<file path="config.mk">
export PLATFORM = sky130hd
export DESIGN_NAME = axil_reg_master
export DESIGN_NICKNAME = d
export VERILOG_FILES = /design/src/rtl/axil_pkg.sv /design/src/rtl/axil_reg_master.sv
export SDC_FILE = /design/constraint.sdc
export NUM_CORES = 1
export LEC_CHECK = 0
export CORE_UTILIZATION = 40
export CTS_CLUSTER_DIAMETER = 30
export DETAILED_ROUTE_END_ITERATION = 16
export GPL_ROUTABILITY_DRIVEN = 0
export GPL_TIMING_DRIVEN = 0
export PLACE_DENSITY = 0.83
export SLEW_MARGIN = 40
export SYNTH_ARGS = -nofsm -noshare
export SYNTH_HDL_FRONTEND = slang
export SYNTH_SLANG_ARGS = --single-unit
</file>
<file path="constraint.sdc">
create_clock -name sys_clk -period 5.2 [get_ports sys_clk]
set_input_delay 0.78 -clock sys_clk [delete_from_list [all_inputs] [get_ports sys_clk]]
set_output_delay 0.78 -clock sys_clk [all_outputs]
set_load 0.03 [all_outputs]
</file>
<file path="src/rtl/axil_pkg.sv">
// ============================================================================
//  Module      : axil_pkg
//  Description : Shared types and constants for the AXI4-Lite register master:
//                FSM state encoding, AXI response codes, default data width.
//  Revision    : 1.0  initial release
// ============================================================================
`default_nettype none

package axil_pkg;

    // Only a 32-bit data path is supported by the master.
    localparam int c_DEFAULT_DATA_WIDTH = 32;

    // AXI BRESP/RRESP encodings
    localparam logic [1:0] c_RESP_OKAY   = 2'b00;
    localparam logic [1:0] c_RESP_EXOKAY = 2'b01;
    localparam logic [1:0] c_RESP_SLVERR = 2'b10;
    localparam logic [1:0] c_RESP_DECERR = 2'b11;

    // Master FSM: WR = AW and/or W still outstanding, WB = waiting for B,
    // RA = AR outstanding, RD = waiting for R, DONE = one-cycle response.
    typedef enum logic [2:0] {
        ST_IDLE = 3'd0,
        ST_WR   = 3'd1,
        ST_WB   = 3'd2,
        ST_RA   = 3'd3,
        ST_RD   = 3'd4,
        ST_DONE = 3'd5
    } state_t;

endpackage : axil_pkg

`default_nettype wire

</file>
<file path="src/rtl/axil_reg_master.sv">
// ============================================================================
//  Module      : axil_reg_master
//  Description : AXI4-Lite initiator. Accepts one register command at a time,
//                runs a single-beat AXI-Lite read or write, and returns the
//                data/response as a one-cycle pulse.
//                Optional macro AXIL_TIMEOUT_EN: abort a transaction that has
//                not completed within TIMEOUT_CYC cycles (rsp_timeout=1,
//                rsp_resp=SLVERR). Without it the master waits indefinitely.
//  Revision    : 1.0  initial release
// ============================================================================
`default_nettype none

module axil_reg_master
    import axil_pkg::*;
#(
    parameter int ADDR_WIDTH  = 32,
    parameter int DATA_WIDTH  = c_DEFAULT_DATA_WIDTH,
    parameter int TIMEOUT_CYC = 1024
) (
    input  logic                      sys_clk,
    input  logic                      rst,

    // command / response interface
    input  logic                      cmd_valid,
    output logic                      cmd_ready,
    input  logic                      cmd_wr,
    input  logic [ADDR_WIDTH-1:0]     cmd_addr,
    input  logic [DATA_WIDTH-1:0]     cmd_wdata,
    input  logic [DATA_WIDTH/8-1:0]   cmd_wstrb,
    output logic                      rsp_valid,
    output logic [DATA_WIDTH-1:0]     rsp_rdata,
    output logic [1:0]                rsp_resp,
    output logic                      rsp_timeout,

    // AXI4-Lite master
    output logic [ADDR_WIDTH-1:0]     m_axil_awaddr,
    output logic [2:0]                m_axil_awprot,
    output logic                      m_axil_awvalid,
    input  logic                      m_axil_awready,
    output logic [DATA_WIDTH-1:0]     m_axil_wdata,
    output logic [DATA_WIDTH/8-1:0]   m_axil_wstrb,
    output logic                      m_axil_wvalid,
    input  logic                      m_axil_wready,
    input  logic [1:0]                m_axil_bresp,
    input  logic                      m_axil_bvalid,
    output logic                      m_axil_bready,
    output logic [ADDR_WIDTH-1:0]     m_axil_araddr,
    output logic [2:0]                m_axil_arprot,
    output logic                      m_axil_arvalid,
    input  logic                      m_axil_arready,
    input  logic [DATA_WIDTH-1:0]     m_axil_rdata,
    input  logic [1:0]                m_axil_rresp,
    input  logic                      m_axil_rvalid,
    output logic                      m_axil_rready
);

    localparam int c_STRB_W = DATA_WIDTH / 8;

    // ------------------------------------------------------------------
    // Elaboration-time parameter checks
    // ------------------------------------------------------------------
    generate
        if (DATA_WIDTH != 32) begin : g_dw_check
            $error("axil_reg_master: DATA_WIDTH must be 32");
        end
        if (TIMEOUT_CYC < 2) begin : g_tmo_check
            $error("axil_reg_master: TIMEOUT_CYC must be at least 2");
        end
    endgenerate

    // ------------------------------------------------------------------
    // State and registered outputs
    // ------------------------------------------------------------------
    state_t                  r_state;
    state_t                  w_state_nxt;
    logic [ADDR_WIDTH-1:0]   r_addr,    w_addr_nxt;
    logic [DATA_WIDTH-1:0]   r_wdata,   w_wdata_nxt;
    logic [c_STRB_W-1:0]     r_wstrb,   w_wstrb_nxt;
    logic                    r_awvalid, w_awvalid_nxt;
    logic                    r_wvalid,  w_wvalid_nxt;
    logic                    r_bready,  w_bready_nxt;
    logic                    r_arvalid, w_arvalid_nxt;
    logic                    r_rready,  w_rready_nxt;
    logic [DATA_WIDTH-1:0]   r_rdata,   w_rdata_nxt;
    logic [1:0]              r_resp,    w_resp_nxt;
    logic                    w_busy;

`ifdef AXIL_TIMEOUT_EN
    localparam int c_TCNT_W = $clog2(TIMEOUT_CYC) + 1;
    // The abort decision is taken one cycle early so that DONE coincides
    // with the counter reaching TIMEOUT_CYC-1.
    localparam logic [c_TCNT_W-1:0] c_TCNT_ABORT = c_TCNT_W'(TIMEOUT_CYC - 2);

    logic [c_TCNT_W-1:0]     r_tcnt,    w_tcnt_nxt;
    logic                    r_timeout, w_timeout_nxt;
`endif

    assign w_busy = (r_state == ST_WR) || (r_state == ST_WB) ||
                    (r_state == ST_RA) || (r_state == ST_RD);

    // Next-state, channel handshake and response capture logic
    always_comb begin
        w_state_nxt   = r_state;
        w_addr_nxt    = r_addr;
        w_wdata_nxt   = r_wdata;
        w_wstrb_nxt   = r_wstrb;
        w_awvalid_nxt = r_awvalid;
        w_wvalid_nxt  = r_wvalid;
        w_bready_nxt  = r_bready;
        w_arvalid_nxt = r_arvalid;
        w_rready_nxt  = r_rready;
        w_rdata_nxt   = r_rdata;
        w_resp_nxt    = r_resp;

        case (r_state)
            ST_IDLE: begin
                if (cmd_valid) begin
                    w_addr_nxt  = cmd_addr;
                    w_wdata_nxt = cmd_wdata;
                    w_wstrb_nxt = cmd_wstrb;
                    if (cmd_wr) begin
                        w_state_nxt   = ST_WR;
                        w_awvalid_nxt = 1'b1;
                        w_wvalid_nxt  = 1'b1;
                    end else begin
                        w_state_nxt   = ST_RA;
                        w_arvalid_nxt = 1'b1;
                    end
                end
            end
            ST_WR: begin
                // AW and W retire independently, in any order
                if (r_awvalid && m_axil_awready) begin
                    w_awvalid_nxt = 1'b0;
                end
                if (r_wvalid && m_axil_wready) begin
                    w_wvalid_nxt = 1'b0;
                end
                if (!w_awvalid_nxt && !w_wvalid_nxt) begin
                    w_state_nxt  = ST_WB;
                    w_bready_nxt = 1'b1;
                end
            end
            ST_WB: begin
                if (m_axil_bvalid) begin
                    w_state_nxt  = ST_DONE;
                    w_bready_nxt = 1'b0;
                    w_resp_nxt   = m_axil_bresp;
                    w_rdata_nxt  = '0;
                end
            end
            ST_RA: begin
                if (m_axil_arready) begin
                    w_state_nxt   = ST_RD;
                    w_arvalid_nxt = 1'b0;
                    w_rready_nxt  = 1'b1;
                end
            end
            ST_RD: begin
                if (m_axil_rvalid) begin
                    w_state_nxt  = ST_DONE;
                    w_rready_nxt = 1'b0;
                    w_resp_nxt   = m_axil_rresp;
                    w_rdata_nxt  = m_axil_rdata;
                end
            end
            ST_DONE: begin
                w_state_nxt = ST_IDLE;
            end
            default: begin
                w_state_nxt   = ST_IDLE;
                w_awvalid_nxt = 1'b0;
                w_wvalid_nxt  = 1'b0;
                w_bready_nxt  = 1'b0;
                w_arvalid_nxt = 1'b0;
                w_rready_nxt  = 1'b0;
            end
        endcase

`ifdef AXIL_TIMEOUT_EN
        w_tcnt_nxt    = r_tcnt;
        w_timeout_nxt = r_timeout;
        if (r_state == ST_IDLE && cmd_valid) begin
            w_tcnt_nxt = '0;
        end else if (w_busy) begin
            w_tcnt_nxt = r_tcnt + 1'b1;
        end
        // A genuine completion in the same cycle wins over the abort.
        if (w_busy && (w_state_nxt == ST_DONE)) begin
            w_timeout_nxt = 1'b0;
        end else if (w_busy && (r_tcnt == c_TCNT_ABORT)) begin
            w_state_nxt   = ST_DONE;
            w_awvalid_nxt = 1'b0;
            w_wvalid_nxt  = 1'b0;
            w_bready_nxt  = 1'b0;
            w_arvalid_nxt = 1'b0;
            w_rready_nxt  = 1'b0;
            w_rdata_nxt   = '0;
            w_resp_nxt    = c_RESP_SLVERR;
            w_timeout_nxt = 1'b1;
        end
`endif
    end

    // State register and registered channel/response outputs
    always_ff @(posedge sys_clk or posedge rst) begin
        if (rst) begin
            r_state   <= ST_IDLE;
            r_addr    <= '0;
            r_wdata   <= '0;
            r_wstrb   <= '0;
            r_awvalid <= 1'b0;
            r_wvalid  <= 1'b0;
            r_bready  <= 1'b0;
            r_arvalid <= 1'b0;
            r_rready  <= 1'b0;
            r_rdata   <= '0;
            r_resp    <= c_RESP_OKAY;
        end else begin
            r_state   <= w_state_nxt;
            r_addr    <= w_addr_nxt;
            r_wdata   <= w_wdata_nxt;
            r_wstrb   <= w_wstrb_nxt;
            r_awvalid <= w_awvalid_nxt;
            r_wvalid  <= w_wvalid_nxt;
            r_bready  <= w_bready_nxt;
            r_arvalid <= w_arvalid_nxt;
            r_rready  <= w_rready_nxt;
            r_rdata   <= w_rdata_nxt;
            r_resp    <= w_resp_nxt;
        end
    end

`ifdef AXIL_TIMEOUT_EN
    // Per-transaction cycle counter and timeout flag
    always_ff @(posedge sys_clk or posedge rst) begin
        if (rst) begin
            r_tcnt    <= '0;
            r_timeout <= 1'b0;
        end else begin
            r_tcnt    <= w_tcnt_nxt;
            r_timeout <= w_timeout_nxt;
        end
    end

    assign rsp_timeout = r_timeout;
`else
    assign rsp_timeout = 1'b0;
`endif

    // ------------------------------------------------------------------
    // Output mapping
    // ------------------------------------------------------------------
    assign cmd_ready      = (r_state == ST_IDLE);
    assign rsp_valid      = (r_state == ST_DONE);
    assign rsp_rdata      = r_rdata;
    assign rsp_resp       = r_resp;

    assign m_axil_awaddr  = r_addr;
    assign m_axil_awprot  = 3'b000;
    assign m_axil_awvalid = r_awvalid;
    assign m_axil_wdata   = r_wdata;
    assign m_axil_wstrb   = r_wstrb;
    assign m_axil_wvalid  = r_wvalid;
    assign m_axil_bready  = r_bready;
    assign m_axil_araddr  = r_addr;
    assign m_axil_arprot  = 3'b000;
    assign m_axil_arvalid = r_arvalid;
    assign m_axil_rready  = r_rready;

endmodule : axil_reg_master

`default_nettype wire

</file>
==> flow_metrics.env <==
export IMPL_p_sw_uw=2240
export IMPL_final_hold_viol_count=0
export IMPL_cellPowerDensity_nw_per_um2=689
export IMPL_grt_usage_pct=21.4
export IMPL_area_growth_synth_to_final_pct=65.5
export IMPL_first_pass_iters=4
export IMPL_maxCapViolCount=0
export IMPL_cts_buffers=9
export IMPL_cts_tree="built"
export IMPL_switching_share_pct=41.6
export IMPL_path_class="register to primary output"
export IMPL_crit_slowest_cell="clkdlybuf4s50_1"
export IMPL_path_cells="buf_4, nor3_1, clkdlybuf4s50_1"
export IMPL_hpwlAfterDp_um=9970
export IMPL_route_detailed_wl_per_inst_um=15.5
export IMPL_p_comb_share_pct=58.9
export IMPL_finalMaxSlewViolations=0
export IMPL_viasPerCell=4.75
export IMPL_rows=39
export IMPL_clk_latency_ns=0.34
export IMPL_grt_pass1_wl_um=20700
export IMPL_fp_dieW_um=111
export IMPL_finish_utilization_pct=68.1
export IMPL_die_height_um=111
export IMPL_drtAntennaViolNets=0
export IMPL_wl_um=12600
export IMPL_pwr_share_seq_pct=27.8
export IMPL_outcome="finished clean"
export IMPL_fillers=835
export IMPL_period_share_pct=54.3
export IMPL_hold_path_class="register to register"
export IMPL_worstSetupStartpointType="register"
export IMPL_vias=3875
export IMPL_drc_errors=0
export IMPL_clkPwrFrac_pct=13.3
export IMPL_holdWs_ns=0.488
export IMPL_leakage_uw=0.00329
export IMPL_clock_path_buffers=2
export IMPL_finalPower_uw=5380
export IMPL_final_setup_tns_ns=0
export IMPL_syn_area_um2=4720
export IMPL_final_common_cell="clkdlybuf4s50_1"
export IMPL_layout_drive_gt1_share_pct=22.2
export IMPL_end_kind="primary output"
export IMPL_grt_overflow=0
export IMPL_boundaryPins=261
export IMPL_min_period_ns=2.83
export IMPL_start_util_pct=41.2
export IMPL_netlist_instances=395
export IMPL_postCtsSetupBuffers=0
export IMPL_crit_fanout=10
export IMPL_grt_max_degree=67
export IMPL_syn_area_per_cell_um2=11.9
export IMPL_antenna_found_initial=1
export IMPL_clock_fmax_ghz=0.354
export IMPL_finalSetupViolCount=0
export IMPL_peakVddDrop_mv=0.495
export IMPL_final_cell_mix="clkdlybuf4s50_1, dfrtp_1, nand2_1"
export IMPL_critPathMaxStageDelay_ns=0.73
export IMPL_finalNetCount=780
export IMPL_finClkSkew_ns=0.00491
export IMPL_rsz0062_at_grt="no"
export IMPL_crit_arrival_ns=2.05
export IMPL_synth_distinct_cells=33
export IMPL_postCtsHoldBufs=0
export IMPL_core_area_um2=11500
export IMPL_ctsHtreeMaxLevel=3
export IMPL_ys_seq_area_share_pct=58.3
export IMPL_grt_pass1_vias=4034
export IMPL_required_ns=4.42
export IMPL_ctsResizeCount=0
export IMPL_root_buffer="clkbuf_16"
export IMPL_synth_seq_cells=110
export IMPL_clkSinkCount=110
export IMPL_clk_pin_slew_ns=0.07
export IMPL_p_int_uw=3140
export IMPL_port_buffers=253
export IMPL_drt_iter0_markers=154
export IMPL_yosysWarnings=0
export IMPL_fp_dieArea_um2=12200
[critical path: cells and delay by family (launching register included)]
family / cells / cell delay [ns]
buf+inv: 2 / 0.94
flops: 1 / 0.46
simple gates: 1 / 0.29
[stage by stage]
| step | setup slack (ns) | area (um2) | instances |
|---|---|---|---|
| global placement | -0.00921 | 7450 | 797 |
| CTS | 2.36 | 7810 | 814 |
| floorplan | 1.52 | 4740 | 401 |
| finish | 2.37 | 7810 | 815 |
| global route | 2.24 | 7810 | 815 |
| detailed placement | 2.58 | 7490 | 798 |
[final timing paths]
| path | end | slack, ns | startpoint | cells past startpoint |
|---|---|---|---|---|
| min in group asynchronous | m_axil_wdata[4]$_DFFE_PP0P_ | 0.82 | rst | 2 |
| worst max-delay path | cmd_ready | 2.37 | r_state[1]$_DFFE_PP0P_ | 3 |
| max in group asynchronous | m_axil_araddr[30]$_DFFE_PP0P_ | 3.77 | rst | 3 |
| worst min-delay path | rsp_rdata[9]$_DFFE_PP0P_ | 0.49 | rsp_rdata[9]$_DFFE_PP0P_ | 2 |
| worst max register to register | m_axil_araddr[25]$_DFFE_PP0P_ | 3.39 | r_state[2]$_DFFE_PP0P_ | 5 |
| worst min register to register | rsp_rdata[9]$_DFFE_PP0P_ | 0.49 | rsp_rdata[9]$_DFFE_PP0P_ | 2 |
[cell type report]
| type | instances | area, um2 | area share, % |
|---|---|---|---|
| buffer | 59 | 409 | 5.24 |
| clock buffer | 13 | 280 | 3.59 |
| sequential | 110 | 2750 | 35.2 |
| antenna | 1 | 2.50 | 0.0320 |
| timing repair buffer | 254 | 2560 | 32.8 |
| multi-input combinational | 228 | 1570 | 20.0 |
| clock inverter | 3 | 40.0 | 0.513 |
| tap | 143 | 179 | 2.29 |
| inverter | 4 | 22.5 | 0.288 |
[logic make-up after synthesis]
group / share of synthesized area (%)
buffers and inverters: 8.99
adders and majority gates: 0.265
AOI/OAI and AO/OA: 6.31
DFF: 58.3
and+or+nand+nor: 9.39
other: 0.0795
muxes: 16.6
[cell usage after synthesis]
| master | number | area [um2] |
|---|---|---|
| or3b_1 | 2 | 17.5 |
| or3_1 | 1 | 6.26 |
| nor4b_2 | 1 | 15.0 |
| nand3_1 | 1 | 5.00 |
| clkbuf_1 | 3 | 11.3 |
| inv_1 | 2 | 7.51 |
| nor3_2 | 1 | 10.0 |
| and4_4 | 1 | 11.3 |
| and3b_1 | 2 | 17.5 |
| o21ai_2 | 1 | 8.76 |
| mux2_2 | 68 | 766 |
| buf_4 | 47 | 353 |
| nor3_1 | 4 | 20.0 |
| o41ai_1 | 2 | 17.5 |
| buf_2 | 9 | 45.0 |
| o21ai_1 | 24 | 120 |
| nor3_4 | 1 | 16.3 |
| nor2b_1 | 2 | 12.5 |
| nand2_1 | 72 | 270 |
| o31ai_1 | 1 | 7.51 |
| or4bb_1 | 1 | 11.3 |
| a21oi_1 | 5 | 25.0 |
| mux2i_1 | 2 | 20.0 |
| a21o_1 | 1 | 7.51 |
| dfrtp_1 | 110 | 2750 |
| o21ai_0 | 19 | 95.1 |
| inv_2 | 2 | 7.51 |
| conb_1 | 1 | 3.75 |
| ha_1 | 1 | 12.5 |
| nor2_1 | 3 | 11.3 |
| a211o_1 | 1 | 8.76 |
| o21bai_1 | 1 | 7.51 |
| nand2b_1 | 3 | 18.8 |
[power groups by stage]
stage                     clock network, uW  logic [uW]  registers [uW]
after floorplan                           0        1140            2220
after global placement                    0        3130            1480
after detailed placement                  0        3190            1510
after CTS                               739        3200            1500
after global routing                    769        3330            1550
final                                   719        3170            1500
[state kept, by name (all words and copies together) (netlist names), 2 cells and up]
signal         cells
m_axil_araddr     32
m_axil_wdata      32
rsp_rdata         32
m_axil_wstrb       4
r_state            3
rsp_resp           2
[metal layers]
layer / GRT usage (%) / routed length [um] / vias up
met5: 0 / 0 / -
met4: 10.5 / 408 / 0
met3: 5.49 / 851 / 29
met2: 37.9 / 6480 / 176
met1: 23.8 / 4870 / 1846
li1: - / - / 1824
No activity file was read; power rests on OpenSTA's default activity.
